## src/rtl/edge_monitor.sv

```systemverilog
// Multi-channel edge-event monitor: synchronised inputs, per-channel edge mode, sticky pending/count/overflow.
// Optional per-channel timestamps are built when EDGE_MONITOR_TIMESTAMP_EN is defined.
module edge_monitor #(
  parameter int CHANNELS = 4,
  parameter int CNT_W    = 8,
  parameter int TS_W     = 16
) (
  input  logic                       clk,
  input  logic                       reset,
  input  logic [CHANNELS-1:0]        sig_in,
  input  logic [2*CHANNELS-1:0]      mode,
  input  logic [CHANNELS-1:0]        ack,
  output logic [CHANNELS-1:0]        pending,
  output logic [CHANNELS*CNT_W-1:0]  count,
  output logic [CHANNELS-1:0]        overflow,
  output logic                       irq,
  output logic [CHANNELS-1:0]        level_n,
  output logic [CHANNELS*TS_W-1:0]   ts
);

  logic [CHANNELS-1:0]             s1_q, s2_q, prev_q;
  logic [CHANNELS-1:0]             pending_q, pending_d;
  logic [CHANNELS-1:0]             overflow_q, overflow_d;
  logic [CHANNELS-1:0][CNT_W-1:0]  count_q, count_d;
  logic [CHANNELS-1:0]             edgeEvt;

  // Reset loads the live input into every stage so a line already high at release raises no edge.
  always_ff @(posedge clk) begin
    if (reset) begin
      s1_q       <= sig_in;
      s2_q       <= sig_in;
      prev_q     <= sig_in;
      pending_q  <= '0;
      overflow_q <= '0;
      count_q    <= '0;
    end else begin
      s1_q       <= sig_in;
      s2_q       <= s1_q;
      prev_q     <= s2_q;
      pending_q  <= pending_d;
      overflow_q <= overflow_d;
      count_q    <= count_d;
    end
  end

  always_comb begin
    edgeEvt = '0;
    for (int i = 0; i < CHANNELS; i++) begin
      edgeEvt[i] = (s2_q[i] & ~prev_q[i] & mode[2*i]) |
                   (~s2_q[i] & prev_q[i] & mode[2*i+1]);
    end
  end

  // An ack wipes the old record first, so an edge in the same cycle starts a fresh one.
  always_comb begin
    pending_d  = pending_q;
    overflow_d = overflow_q;
    count_d    = count_q;
    for (int i = 0; i < CHANNELS; i++) begin
      if (ack[i]) begin
        pending_d[i]  = edgeEvt[i];
        overflow_d[i] = 1'b0;
        count_d[i]    = edgeEvt[i] ? CNT_W'(1) : '0;
      end else if (edgeEvt[i]) begin
        pending_d[i] = 1'b1;
        if (&count_q[i]) begin
          overflow_d[i] = 1'b1;
        end else begin
          count_d[i] = count_q[i] + CNT_W'(1);
        end
      end
    end
  end

  assign pending  = pending_q;
  assign overflow = overflow_q;
  assign count    = count_q;
  assign irq      = |pending_q;
  assign level_n  = ~s2_q;

`ifdef EDGE_MONITOR_TIMESTAMP_EN
  logic [TS_W-1:0]                tsCnt_q;
  logic [CHANNELS-1:0][TS_W-1:0]  ts_q, ts_d;

  // Only the first event after an ack (or after reset) captures the time.
  always_comb begin
    ts_d = ts_q;
    for (int i = 0; i < CHANNELS; i++) begin
      if (edgeEvt[i] && (!pending_q[i] || ack[i])) begin
        ts_d[i] = tsCnt_q;
      end
    end
  end

  always_ff @(posedge clk) begin
    if (reset) begin
      tsCnt_q <= '0;
      ts_q    <= '0;
    end else begin
      tsCnt_q <= tsCnt_q + TS_W'(1);
      ts_q    <= ts_d;
    end
  end

  assign ts = ts_q;
`else
  assign ts = '0;
`endif

endmodule

```

## config.mk

```make
export PLATFORM = sky130hd
export DESIGN_NAME = edge_monitor
export DESIGN_NICKNAME = d
export VERILOG_FILES = /design/src/rtl/edge_monitor.sv
export SDC_FILE = /design/constraint.sdc
export NUM_CORES = 1
export LEC_CHECK = 0
export ABC_AREA = 1
export BUFFER_PORTS_ARGS = -buffer_cell sky130_fd_sc_hd__buf_2
export CAP_MARGIN = 40
export CORE_MARGIN = 2
export CORE_UTILIZATION = 40
export DETAILED_ROUTE_END_ITERATION = 6
export GPL_ROUTABILITY_DRIVEN = 0
export PLACE_DENSITY_LB_ADDON = 0.05
export RECOVER_POWER = 100
export SYNTH_ARGS = -nofsm -noshare
export SYNTH_HDL_FRONTEND = slang
export SYNTH_SLANG_ARGS = --single-unit
```

## constraint.sdc

```tcl
create_clock -name clk -period 3.8 [get_ports clk]
set_input_delay 0.76 -clock clk [delete_from_list [all_inputs] [get_ports clk]]
set_output_delay 0.76 -clock clk [all_outputs]
set_load 0.05 [all_outputs]
```

# [Word level (Yosys, flattened, before mapping)]
# Index checks and enable logic that the tools add are counted.
[word_totals] reg_bits=52 inputBits=18 out_inout_bits=109 word_cells=99
[classes] add_sub_neg=4 eq_ne=4 mux=26 n_bitwise=29 reduce_logical=21
[op_table] operator="two-way mux 8 bit" n=12
[op_table] operator="AND reduction 9 bit" n=4
[op_table] operator="adder 8 x 1 -> 8 bit (second input constant)" n=4
[op_table] operator="AND reduction 8 bit" n=4
[op_table] operator="bitwise AND 1 bit" n=16
[op_table] operator="two-way mux 1 bit" n=12
[op_table] operator="two-way mux 4 bit" n=2
[op_table] operator="inequality test 2 bit (second input constant)" n=4
[op_table] operator="NOT 1 bit" n=8
[op_table] operator="AND reduction 2 bit" n=4
[op_table] operator="nonzero test 2 bit" n=4
[op_table] operator="OR reduction 2 bit" n=4
[op_table] operator="NOT 4 bit" n=1
[op_table] operator="OR 1 bit" n=4
[op_table] operator="OR reduction 4 bit" n=1

# [Longest topological paths before layout]
# Gate-level depths: netlist of run 1.
[depth] depth_word=6 mapped_depth=9 mapped_depth_nobuf=9

# [Least setup slack after synthesis of run 1]
# Ideal clock, no wire load.
[synth_path] path_kind="flip-flop to output port" from="register pending_q[1], in the netlist pending[1]" to="output port irq" arrival_ns=1.149 required_time_ns=3.040 path_slack_ns=1.891 path_stages_with_launch=3 n_path_buf=0 cell_sequence="dfxtp_1 inv_1 nand4_1"
[synth_via] elab_chain_cells=1
[synth_lines] element="from (decl)" line="22" source="logic [CHANNELS-1:0] pending_q, pending_d;"
[synth_lines] element="from (signal assigned)" line="40" source="pending_q <= pending_d;"
[synth_lines] element="OR reduction 4 bit" line="78" source="assign irq = |pending_q;"
[synth_lines] element="to (decl)" line="16" source="output logic irq,"
# No other way between the ends.

# [Worst setup path after layout of run 1]
[layout_path] from="register pending_q[2], in the netlist pending[2]" to="output port irq"
# The elaborated chain is that of the path after synthesis.

==> run_results.csv, run 1 <==
group,metric,value,unit
run_status,run_status,"completed",
sta,tightest_slew,838.6,ps
logic_synthesis,ys_ff_latch,52,
logic_synthesis,synth_flop_cell,"sky130_fd_sc_hd__dfxtp_1",
clock_tree,cts.repair.resized,0,
place,detailed_place_hpwl,5.135,mm
logic_synthesis,post_synth_instance_area,3113,um2
global_routing,grt_pass1_wl,10.56,mm
power,ir_drop,154.4,uV
die,die-height,92.22,um
logic_synthesis,yosys_warnings,0,
sta,setup_viol,0,
logic_synthesis,synth_simple_gate_area_share,33.12,%
sta,post-route-period-util,54.47,%
logic_synthesis,main_combinational_cell_family_by_area_after_synthesis,"simple AND/OR/NAND/NOR gates",
logic_synthesis,synth_edf_count,0,
sta,grt_setup_unrepaired,"false",
worst_setup_path,startpoint,"pending[2]",
die,io_pins,127,
worst_setup_path,worstSetupPathType,"flop to primary output",
global_routing,grt_util_all_layers,15.18,%
clock_tree,ctsRootBufferMaster,"sky130_fd_sc_hd__clkbuf_8",
global_routing,grt_pass1_vias,2336,
power,comb_power_share,24.0,%
worst_setup_path,worst_setup_path_end_kind,"primary output",
sta,relSlewSlack,44.09,%
clock_tree,clk-insertion-delay-late,310,ps
sta,final_max_slew_viol_count,0,
clock_tree,cts_post_setup_buffers_inserted,0,
sta,worst_clock_skew,8.631,ps
sta,timing.final.hold_violations,0,
logic_synthesis,post_synth_fa_ha_maj_area_fraction,1.608,%
route,post_drt_via_cell_ratio,4.360,
worst_setup_path,rr_startpoint,"count[8]",
finish,area_taken_by_multi_input_logic_gates,1572,um2
die,die_area,8505,um2
worst_setup_path,reg2reg_depth,8,
route,route.final.wire_length,6.509,mm
power,power.sequential.fraction,40.2,%
worst_setup_path,timing.rr.end,"count[8]",
sta,layout_setup_ws,1730,ps
finish,layout.nets,542,
finish,final_core_utilization,44.03,%
finish,area_growth_from_synthesis_to_final_layout,8.159,%
global_routing,grt_start_max_net_pins,19,
power,power_leakage,1.504,nW
logic_synthesis,synth_sequential_area_ratio,33.44,%
worst_setup_path,crit_arrival,1310,ps
logic_synthesis,mean_instance_size_in_the_synthesized_netlist,6.842,um2
power,cell_internal_pwr,0.9494,mW
power,finalPower,1.464,mW
finish,layout.filler_cells,870,
worst_setup_path,highest_net_fanout_along_the_worst_path,2,
route,drt_iter0_markers,93,
worst_setup_path,timing.critical_path.from_type,"flop",
die,coreArea,7647,um2
power,total_switching_power,0.5150,mW
sta,setup-tns-final,0,ps
logic_synthesis,area_fraction_in_compound_gates_after_synthesis,8.601,%
clock_tree,path_clk_slew,100,ps
route,detailroute.via_count,2716,
logic_synthesis,synthCells,455,
sta,max_fclk,0.4831,GHz
worst_setup_path,worstSetupEndpoint,"irq",
finish,ff_latch_area,1041,um2
clock_tree,clock_sink_count,52,
clock_tree,ctsHtreeMaxLevel,2,
logic_synthesis,number_of_different_library_cells_in_the_post_synthesis_netlist,24,
clock_tree,tritoncts,"yes",
job,drv.max_cap_violation_count,0,
global_routing,overflow,0,
worst_setup_path,critical_path_required,3040,ps
clock_tree,cts_buffer_depth,2,
logic_synthesis,asyncSetResetFlopFracSynth,0,%
finish,post_route_cells_drive_above_1_share,9.405,%
power,power.density_cell_area,434.9,nW/um2
worst_hold_path,hold_class,"flop to flop",
power,clkPwrFrac,35.8,%
die,initial_core_util,40.71,%
logic_synthesis,yosys.area_share.xor_xnor,0,%
place,placement.setup.worst_slack,2039,ps
route,antenna_violating_nets_post_route,0,
power,switching_share,35.17,%
clock_tree,cts-buffers-inserted,5,
die,die-width,92.22,um
finish,n_antenna_cell,0,
place,port_bufs,62,
clock_tree,post_cts_hold_buffer_count,0,
route,drc,0,
die,rows,32,
global_routing,antenna_found_initial,0,
worst_setup_path,setup.reg_to_reg.worst_slack,2210,ps
logic_synthesis,synth.mux.area_fraction,0,%
route,drtPass1Iterations,4,
route,drt-wirelength-per-cell,10.45,um
sta,final.min_clock_period,2070,ps
-- state kept, by name, summed over array words and instances (netlist names) --
register / flops
count: 32
overflow: 4
pending: 4
prev_q: 4
s1_q: 4
s2_q: 4
-- per-stage QoR --
stage               hold WS, ps  cell area, um2  instances
finish                    427.1            3367        623
global route              454.8            3367        623
CTS                       427.2            3445        623
detailed placement        405.7            3286        615
global placement          398.2            3286        615
floorplan                 396.0            3349        518
-- synthesized netlist by cell type, drive strengths merged, types with 4 or more instances --
| cell type | count | share of area, % |
|---|---|---|
| nand2 | 124 | 18 |
| buf | 67 | 16 |
| inv | 57 | 6.9 |
| dfxtp | 52 | 33 |
| nand3 | 48 | 7.7 |
| nor2 | 42 | 6.6 |
| a21oi | 24 | 3.9 |
| o21ai | 22 | 3.5 |
| a31oi | 4 | 0.80 |
| ha | 4 | 1.6 |
| nor3 | 4 | 0.64 |
-- metal layers --
metal / track usage (%) / wire length (um)
met5: 0 / 0
met4: 3.980 / 82
met3: 3.451 / 356
met2: 25.31 / 2953
met1: 19.79 / 3117
-- critical path, stage by stage (launching register included) --
cell and delay, ps:
sky130_fd_sc_hd__dfxtp_1 370, sky130_fd_sc_hd__inv_1 70, sky130_fd_sc_hd__nand4_1 90, sky130_fd_sc_hd__clkbuf_1 470
-- worst min path at each step --
stage | startpoint | endpoint | slack, ps | cells past startpoint
after detailed placement | s1_q[2] | s2_q[2] | 410 | 2
after CTS | s1_q[2] | s2_q[2] | 430 | 2
after global routing | s1_q[3] | s2_q[3] | 450 | 2
after floorplan | s1_q[0] | s2_q[0] | 400 | 2
final | s1_q[1] | s2_q[1] | 430 | 2
after global placement | s1_q[3] | s2_q[3] | 400 | 2
-- layout by cell type, fill, tap and decap left out, types with 10 or more instances in the layout --
master and count:
sky130_fd_sc_hd__dfxtp_1 52, sky130_fd_sc_hd__conb_1 64, sky130_fd_sc_hd__clkbuf_1 48, sky130_fd_sc_hd__o21ai_0 22, sky130_fd_sc_hd__inv_1 56, sky130_fd_sc_hd__nand2_1 107, sky130_fd_sc_hd__nand2_2 10, sky130_fd_sc_hd__nand3_1 48
sky130_fd_sc_hd__a21oi_1 24, sky130_fd_sc_hd__buf_2 14, sky130_fd_sc_hd__nor2_1 33
-- cells by family after synthesis --
kind of cell,after synthesis
adders and majority gates,4
buffers and inverters,125
and+or+nand+nor,221
AOI/OAI and AO/OA,52
other,1
DFF,52
-- area by class of cell --
cell class / count / area share [%]
clock inverter: 3 / 2.676
tap: 102 / 3.790
timing repair buffer: 62 / 7.432
inverter: 58 / 6.466
sequential: 52 / 30.92
multi-input combinational: 341 / 46.67
clock buffer: 5 / 2.044
-- power groups by stage --
stage,Combinational (mW),Clock (mW),Sequential [mW]
after floorplan,0.307,0,0.648
final,0.352,0.524,0.589
after global placement,0.359,0,0.602
after global routing,0.378,0.564,0.593
after detailed placement,0.358,0,0.601
after CTS,0.359,0.540,0.589
(Power assumes the default switching activity.)
==> inputs of run 2 (changes only) <==
ABC_AREA = 0   (was 1)
clock period = 2.15 ns   (was 3.8 ns; I/O delays follow)
==> run_results.csv, run 2 <==
group,metric,value,unit
route,drc,0,
worst_setup_path,setup.reg_to_reg.worst_slack,350,ps
worst_setup_path,worstSetupPathType,"flop to primary output",
place,port_bufs,62,
global_routing,overflow,0,
worst_hold_path,hold_class,"input port to flop",
sta,setup_viol,0,
logic_synthesis,synth_sequential_area_ratio,36.93,%
worst_setup_path,crit_arrival,1430,ps
job,drv.max_cap_violation_count,0,
logic_synthesis,synthDominantAreaCellType,"sky130_fd_sc_hd__dfxtp_1",
global_routing,use_met1,20.50,%
worst_setup_path,crit_path_cell_trace,"or4_1 -> clkbuf_2",
clock_tree,clock_sink_count,52,
worst_setup_path,highest_net_fanout_along_the_worst_path,3,
finish,n_antenna_cell,0,
finish,design_area,3015,um2
clock_tree,post_cts_hold_buffer_count,0,
place,placed_area,2978,um2
worst_setup_path,cp_slowest_cell,"sky130_fd_sc_hd__or4_1",
logic_synthesis,synthCells,334,
power,total_switching_power,0.7547,mW
logic_synthesis,post-synth-top-area-fraction,36.93,%
finish,final_cell_mix,"64 x sky130_fd_sc_hd__conb_1, 52 x sky130_fd_sc_hd__dfxtp_1, 49 x sky130_fd_sc_hd__clkbuf_1",
worst_setup_path,rr_startpoint,"count[24]",
logic_synthesis,synth_flop_cell,"sky130_fd_sc_hd__dfxtp_1",
logic_synthesis,mean_instance_size_in_the_synthesized_netlist,8.440,um2
route,drtPass1Iterations,4,
global_routing,grt_start_max_net_pins,21,
finish,final_common_cell,"sky130_fd_sc_hd__conb_1",
power,clkPwrFrac,30.9,%
sta,setup-tns-final,0,ps
clock_tree,cts-buffers-inserted,5,
clock_tree,ctsRootBufferMaster,"sky130_fd_sc_hd__clkbuf_8",
worst_setup_path,crit_family,"simple AND/OR/NAND/NOR gates",
route,post_drt_via_cell_ratio,4.813,
power,power.density_cell_area,714.7,nW/um2
clock_tree,cts_buffer_depth,2,
die,die-width,87.95,um
clock_tree,tritoncts,"yes",
logic_synthesis,ys_ff_latch,52,
power,power.sequential.fraction,47.1,%
die,rows,30,
worst_hold_path,holdCritStartpoint,"sig_in[2]",
global_routing,grt_busiest_layer,"met2",
power,comb_power_share,22.0,%
place,place.detailed.instances,484,
global_routing,grt_pass1_wl,9.666,mm
sta,timing.final.hold_violations,0,
route,antenna_violating_nets_post_route,0,
sta,worst_clock_skew,4.834,ps
die,coreArea,6794,um2
worst_setup_path,worst_setup_path_end_kind,"primary output",
clock_tree,path_clk_slew,90,ps
power,ir_drop,283.0,uV
finish,layout.nets,417,
worst_setup_path,timing.critical_path.buf_inv,1,
place,detailed_place_hpwl,4.365,mm
power,cell_internal_pwr,1.400,mW
route,detailroute.via_count,2368,
logic_synthesis,synth.cells.most_frequent,"64 x sky130_fd_sc_hd__buf_4, 52 x sky130_fd_sc_hd__dfxtp_1, 24 x sky130_fd_sc_hd__a21oi_1, 23 x sky130_fd_sc_hd__nand2_1, 18 x sky130_fd_sc_hd__nor2_1",
die,initial_core_util,41.49,%
logic_synthesis,post-synth-top-count-cell,"sky130_fd_sc_hd__buf_4",
clock_tree,ctsHtreeMaxLevel,2,
global_routing,grt_pass1_vias,2081,
die,io_pins,127,
route,drt_iter0_markers,61,
die,die-height,87.95,um
route,drt-wirelength-per-cell,11.67,um
route,route.final.wire_length,5.740,mm
finish,post_route_cells_drive_above_1_share,7.828,%
clock_tree,cts_post_setup_buffers_inserted,0,
sta,grt_setup_unrepaired,"false",
worst_setup_path,critical_path.max_stage_delay,520,ps
logic_synthesis,number_of_different_library_cells_in_the_post_synthesis_netlist,52,
logic_synthesis,yosys-top-cells-area,"sky130_fd_sc_hd__dfxtp_1 37%, sky130_fd_sc_hd__buf_4 17%, sky130_fd_sc_hd__a21oi_1 4.3%",
worst_setup_path,timing.critical_path.from_type,"flop",
sta,tightest_slew,619.1,ps
power,finalPower,2.155,mW
sta,final.min_clock_period,1861,ps
worst_setup_path,startpoint,"pending[3]",
power,switching_share,35.02,%
sta,post-route-period-util,86.55,%
sta,final_max_slew_viol_count,0,
global_routing,grt_use_met2,24.66,%
clock_tree,clk-insertion-delay-late,300,ps
finish,largest_register_ff_count,32,
logic_synthesis,synth_edf_count,0,
logic_synthesis,post_synth_instance_area,2819,um2
worst_setup_path,critical_path_required,1720,ps
run_status,run_status,"completed",
sta,relSlewSlack,58.90,%
die,die_area,7735,um2
global_routing,gr-usage-met3,4.524,%
logic_synthesis,yosys_warnings,0,
finish,stdcell_count,492,
global_routing,antenna_found_initial,0,
power,power_leakage,1.190,nW
global_routing,grt_util_all_layers,15.53,%
logic_synthesis,asyncSetResetFlopFracSynth,0,%
sta,max_fclk,0.5374,GHz
finish,area_growth_from_synthesis_to_final_layout,6.968,%
clock_tree,cts.repair.resized,0,
## run 2: layout make-up
class                   instances  area [um2]
fillers                       730        3779
repair buffers                 64       262.8
multi-input cells             256        1424
clock buffers                   6       72.57
clock inverters                 2       35.03
flip-flops and latches         52        1041
well taps                      96       120.1
inverters                      16       60.06
## run 2: worst paths after layout
kind / end / cells past startpoint
min: s1_q[2] / 1
min reg2reg: s2_q[3] / 2
max reg2reg: count[24] / 5
max: irq / 2
## run 2: routing by layer
metal,wire [um],share of wire (%),vias to the layer above
met3,434,7.6,5
met1,2579,45,1082
met4,58,1.0,0
met2,2667,46,80
li1,-,-,1201
met5,0,0,-
## run 2: stage by stage
stage	setup slack [ps]	util, %	hold WS (ps)
3_3_place_gp	477.5	43.83	421.9
2_1_floorplan	175.7	-	415.4
6_report	289.1	44.38	234.1
5_1_grt	191.3	44.38	217.1
3_5_place_dp	437.0	43.83	424.0
4_1_cts	304.6	45.41	215.8
## run 2: power groups by stage
stage / sequential [mW] / combinational (mW) / clock [mW]
final: 1.01 / 0.475 / 0.665
after global routing: 1.02 / 0.508 / 0.728
after CTS: 1.02 / 0.482 / 0.697
after detailed placement: 1.04 / 0.481 / 0
after global placement: 1.04 / 0.483 / 0
after floorplan: 1.08 / 0.467 / 0
## run 2: kinds of logic after synthesis
kind of cell	Yosys count	share of synthesized area [%]
AND/OR/NAND/NOR	106	20.68
buffers and inverters	89	20.68
AO/OA/AOI/OAI	75	17.36
flip-flops	52	36.93
multiplexers	6	2.131
adder cells (fa/ha/maj)	4	1.775
other	1	0.1330
XOR/XNOR	1	0.3108
